<file path="src/rtl/uart_tx_arbiter.sv">
// Round-robin arbiter granting one byte-stream requester at a time access to a
// downstream UART stream driver, with per-packet idle timeout and inter-packet gap.
module uart_tx_arbiter #(
    parameter int NUM_PORTS  = 2,
    parameter int TIMEOUT    = 1024,
    parameter int GAP_CYCLES = 4
) (
    input  logic                   clk,
    input  logic                   reset,
    input  logic [NUM_PORTS-1:0]   req,
    input  logic [8*NUM_PORTS-1:0] in,
    input  logic [NUM_PORTS-1:0]   inclk,
    input  logic [NUM_PORTS-1:0]   last,
    output logic [NUM_PORTS-1:0]   ready,
    output logic [NUM_PORTS-1:0]   grant,
    input  logic                   tx_ready,
    output logic [7:0]             out,
    output logic                   outclk,
    output logic                   abort
);

    localparam int          PW = $clog2(NUM_PORTS);
    localparam int          TW = (TIMEOUT > 1) ? $clog2(TIMEOUT) : 1;
    localparam int          GW = (GAP_CYCLES > 1) ? $clog2(GAP_CYCLES) : 1;
    localparam int unsigned NP = NUM_PORTS;

    localparam logic [TW-1:0] TO_LAST  = TW'(TIMEOUT - 1);
    localparam logic [GW-1:0] GAP_LAST = GW'(GAP_CYCLES - 1);
    localparam logic [PW-1:0] PTR_INIT = PW'(NUM_PORTS - 1);

    typedef enum logic [1:0] {IDLE, BUSY, GAP} state_t;

    localparam state_t REL_STATE = (GAP_CYCLES == 0) ? IDLE : GAP;

    state_t               state_q, state_d;
    logic [NUM_PORTS-1:0] grant_q, grant_d;
    logic [PW-1:0]        ptr_q, ptr_d;
    logic [TW-1:0]        tcnt_q, tcnt_d;
    logic [GW-1:0]        gcnt_q, gcnt_d;
    logic [7:0]           out_q, out_d;
    logic                 outclk_q, outclk_d;
    logic                 abort_q, abort_d;

    logic [PW-1:0]        pick_idx;
    logic [PW-1:0]        cand_idx;
    logic                 pick_found;
    logic [7:0]           sel_byte;
    logic                 sel_last;
    logic                 accept;

    assign ready  = (state_q == BUSY && tx_ready) ? grant_q : '0;
    assign accept = |(inclk & ready);
    assign grant  = grant_q;
    assign out    = out_q;
    assign outclk = outclk_q;
    assign abort  = abort_q;

    // Search starts one past the last-served port and wraps, so the owner of
    // the previous packet has the lowest priority for the next one.
    always_comb begin
        pick_found = 1'b0;
        pick_idx   = ptr_q;
        cand_idx   = ptr_q;
        for (int unsigned k = 1; k <= NP; k++) begin
            cand_idx = PW'((int'(ptr_q) + k) % NP);
            if (!pick_found && req[cand_idx]) begin
                pick_found = 1'b1;
                pick_idx   = cand_idx;
            end
        end
    end

    always_comb begin
        sel_byte = '0;
        sel_last = 1'b0;
        for (int unsigned i = 0; i < NP; i++) begin
            if (grant_q[i]) begin
                sel_byte = sel_byte | in[8*i +: 8];
                sel_last = sel_last | last[i];
            end
        end
    end

    always_comb begin
        state_d  = state_q;
        grant_d  = grant_q;
        ptr_d    = ptr_q;
        tcnt_d   = tcnt_q;
        gcnt_d   = gcnt_q;
        out_d    = out_q;
        outclk_d = 1'b0;
        abort_d  = 1'b0;
        unique case (state_q)
            IDLE: begin
                if (pick_found) begin
                    state_d = BUSY;
                    grant_d = {{(NUM_PORTS-1){1'b0}}, 1'b1} << pick_idx;
                    ptr_d   = pick_idx;
                    tcnt_d  = '0;
                end
            end
            BUSY: begin
                // An accept on the final timeout cycle still counts as activity.
                if (accept) begin
                    out_d    = sel_byte;
                    outclk_d = 1'b1;
                    tcnt_d   = '0;
                    if (sel_last) begin
                        grant_d = '0;
                        gcnt_d  = '0;
                        state_d = REL_STATE;
                    end
                end else if (tcnt_q == TO_LAST) begin
                    abort_d = 1'b1;
                    grant_d = '0;
                    gcnt_d  = '0;
                    state_d = REL_STATE;
                end else begin
                    tcnt_d = tcnt_q + 1'b1;
                end
            end
            GAP: begin
                if (gcnt_q == GAP_LAST) begin
                    gcnt_d  = '0;
                    state_d = IDLE;
                end else begin
                    gcnt_d = gcnt_q + 1'b1;
                end
            end
            default: begin
                state_d = IDLE;
                grant_d = '0;
            end
        endcase
    end

    always_ff @(posedge clk) begin
        if (reset) begin
            state_q  <= IDLE;
            grant_q  <= '0;
            ptr_q    <= PTR_INIT;
            tcnt_q   <= '0;
            gcnt_q   <= '0;
            out_q    <= '0;
            outclk_q <= 1'b0;
            abort_q  <= 1'b0;
        end else begin
            state_q  <= state_d;
            grant_q  <= grant_d;
            ptr_q    <= ptr_d;
            tcnt_q   <= tcnt_d;
            gcnt_q   <= gcnt_d;
            out_q    <= out_d;
            outclk_q <= outclk_d;
            abort_q  <= abort_d;
        end
    end

endmodule
</file>
<file path="config.mk">
export PLATFORM = sky130hd
export DESIGN_NAME = uart_tx_arbiter
export DESIGN_NICKNAME = d
export VERILOG_FILES = /design/src/rtl/uart_tx_arbiter.sv
export SDC_FILE = /design/constraint.sdc
export NUM_CORES = 1
export LEC_CHECK = 0
export CAP_MARGIN = 30
export CELL_PAD_IN_SITES_DETAIL_PLACEMENT = 1
export CELL_PAD_IN_SITES_GLOBAL_PLACEMENT = 2
export CORE_UTILIZATION = 28
export DETAILED_ROUTE_END_ITERATION = 8
export PLACE_DENSITY = 0.82
export SLEW_MARGIN = 10
export SYNTH_ARGS = -nofsm -noshare
export SYNTH_HDL_FRONTEND = slang
export SYNTH_SLANG_ARGS = --single-unit
</file>
<file path="constraint.sdc">
create_clock -name clk -period 2.35 [get_ports clk]
set_clock_uncertainty 0.1 [all_clocks]
set_input_delay 0.3525 -clock clk [delete_from_list [all_inputs] [get_ports clk]]
set_output_delay 0.3525 -clock clk [all_outputs]
set_load 0.01 [all_outputs]
</file>
==> results by group <==
Job
  – # Max-Cap Violations: 0

Setup path
  – CP Data Required Time: about 1900 ps
  – Worst r2r src: tcnt_q[1]$_SDFFE_PP0P_
  – Reg2Reg Capture Point: gcnt_q[0]$_SDFFE_PP0P_
  – Worst Path Arrival: 1700 ps
  – Crit path launch type: register
  – Worst Setup End Kind: primary output
  – CP Max Fanout: 8
  – R2r worst-path depth: 5
  – R2R setup slack: 380 ps
  – Crit path kind: register to primary output

STA
  – # setup viols final: 0
  – Maximum clock rate: approximately 460 MHz
  – Setup TNS Final: 0 ps
  – Max-slew violation count: 0
  – Final period util: 91.6%
  – Slew Limit Headroom: 72.5%
  – RSZ-0062 raised after global routing: false
  – Final hold vios: 0
  – Tmin final: 2150 ps
  – Slew @ Worst Pin: slightly above 400 ps

Layout
  – Most frequent cells in the layout: clkdlybuf4s50_1, dfxtp_1, nand2b_1, nor2_1, a31oi_1
  – Share of cells above drive strength 1: 10.8%
  – Antenna diode count: 0
  – P&R area growth vs syn: 35.5%
  – Commonest non-fill, non-tap cell in the layout: clkdlybuf4s50_1
  – Final net count: between 200 and 250
  – # fillers: just over 600

Global route
  – Vias in the first global route: ~1,300
  – GRT overflow: 0
  – First-pass GRT wire length: 6.00 mm
  – Pin count of the biggest net entering global routing: 24
  – Total track usage: between 10% and 20%
  – Initial antenna violation count: 0

Synthesis
  – Netlist cell types: 46
  – Mapped Cells: roughly 160
  – Mapped Nets: 194
  – Number of synthesized register bits: 27
  – Sequential-to-total area share from yosys stat: 36.6%
  – Syn Area/Cell: a little over 9 sq um
  – Primary FF master, synth: dfxtp_1
  – Synthesized area: 0.00148 sq mm
  – Post-synth EDFFs: 0
  – Synth Warn #: 0
  – Post-synth ARST share: 0%

Power
  – Peak supply drop: slightly above 0.5 mV
  – Power Total: roughly 1.5 mW
  – Static Leak: 0.678 nW
  – NetSw: 0.543 mW
  – Power density over the cells: 741 mW/mm^2
  – Reg power frac: 37.7%
  – Clk pwr share: 18.5%
  – Comb power frac: 43.8%
  – Pint: 0.937 mW
  – Sw Share: 36.7%

Floorplanning
  – FP Rows: 26
  – Die Y: 74.6 um
  – Initial core utilization: between 20% and 30%
  – Core ar.: 0.00507 sq mm
  – Ports: 39
  – Die W: roughly 75 um
  – Die footprint: 0.00556 sq mm

Clocking
  – Root Buffer: clkbuf_8
  – TritonCTS clock tree: built
  – Clock Latency Late Sink: around 280 ps
  – CTS Sinks: 27
  – # H-tree levels: 1
  – Post-CTS setup buffers: 0
  – Cts hold-fix bufs: 0
  – Clock tree buffer depth: 2
  – Post-CTS sizing: 0
  – Clk slew on worst S/H paths: 100 ps
  – CTS buffer count: 3

Drt
  – DR vias: 1,362
  – First-pass iteration count of the detailed router: 4
  – Wire per inst: around 14 um
  – Iteration-0 DRC Markers: 86
  – Detail Route Antenna Nets: 0
  – WL final: 3.84 mm
  – Residual DRC count: 0
  – Vias per inst: between 4 and 5

Worst hold path
  – Hold depth: 1
  – WHS Endpoint: tcnt_q[9]$_SDFFE_PP0P_
  – Hold Startpoint: tcnt_q[9]$_SDFFE_PP0P_
  – Hold Crit Class: register to register

Place
  – I/O Buffers: 38
  – Routability cong.: 0.694
  – Detailed placer's ending HPWL: 2.97 mm

Status
  – Status: finished, final reports clean
## how the worst max path moves through the flow
stage / end / depth (start not counted) / slack (ps) / startpoint
after CTS: ready[0] / 4 / 90 / state_q[1]$_SDFFE_PP0P_
after global routing: ready[1] / 4 / 100 / state_q[1]$_SDFFE_PP0P_
final: ready[0] / 4 / 200 / state_q[1]$_SDFFE_PP0P_
after global placement: gcnt_q[0]$_SDFFE_PP0P_ / 5 / 230 / inclk[0]
after floorplan: gcnt_q[0]$_SDFFE_PP0P_ / 6 / 630 / state_q[1]$_SDFFE_PP0P_
after detailed placement: gcnt_q[0]$_SDFFE_PP0P_ / 5 / 240 / tx_ready
## layer usage
metal / part of all wire, % / routed length (um) / GRT usage [%]
met1: 48 / 1850 / 18.7
met3: 2.6 / 100 / 3.39
met5: 0 / 0 / 0
met4: 0.73 / 28 / 2.52
met2: 48 / 1860 / 23.2
## state kept, by name, indices dropped and copies added, names as in the netlist
name	flops
ptr_q	1
out	8
gcnt_q	2
grant	2
outclk	1
tcnt_q	10
abort	1
state_q	2
## critical path: stages (launching register included)
cell	delay (ps)
dfxtp_1	340
inv_1	100
ha_2	280
and3_1	170
clkdlybuf4s50_1	530
## cells in the mapped netlist, drive strengths merged, types with 2 or more instances
master  number  share of area, %
o21ai        5               2.0
clkbuf       4               1.0
a22oi       10               5.4
ha           6               5.1
mux2i        5               3.4
nand2        8               2.4
a21oi        4               1.4
and3         4               1.7
nor3         5               2.0
a31oi       12               5.1
nor2b        2              0.85
nand4        2              0.85
dfxtp       27                37
o211a        2               1.4
nand2b      13               5.5
o211ai       2               1.0
inv          4               1.0
a211oi      10               5.9
nand3        6               2.4
and4         2               1.2
buf          2               1.3
nor3b        2               1.4
nor2        13               3.8
## power by group through the flow
stage	clock [mW]	sequential (mW)	combinational [mW]
5_1_grt	0.307	0.565	0.715
4_1_cts	0.285	0.559	0.656
3_3_place_gp	0	0.567	0.650
6_report	0.274	0.558	0.648
3_5_place_dp	0	0.570	0.651
2_1_floorplan	0	0.566	0.423
## cell type report
class	instances	area, sq um	share of cell area [%]
inverters	4	15.0	0.751
well taps	70	87.6	4.38
clock inverters	1	7.51	0.376
clock buffers	3	41.3	2.07
flip-flops and latches	27	541	27.1
multi-input cells	126	888	44.5
repair buffers	43	418	20.9
## kinds of logic after synthesis
logic type	count (synthesis)	synth area share [%]
AOI/OAI and AO/OA	51	26.0
adders and majority gates	6	5.09
buffers and inverters	10	3.31
DFF	27	36.6
muxes	6	4.16
and+or+nand+nor	63	24.9
## metrics by stage
step	worst slack [ps]	instances	util, %	cell area, sq um	hold WS, ps
3_3_place_gp	234	270	38.4	1950	353
5_1_grt	95.6	274	39.4	2000	402
2_1_floorplan	628	163	-	1480	339
6_report	197	274	39.4	2000	385
3_5_place_dp	238	270	38.4	1950	361
4_1_cts	91.8	274	39.3	2000	378
Power figures use the tool's default switching activity.
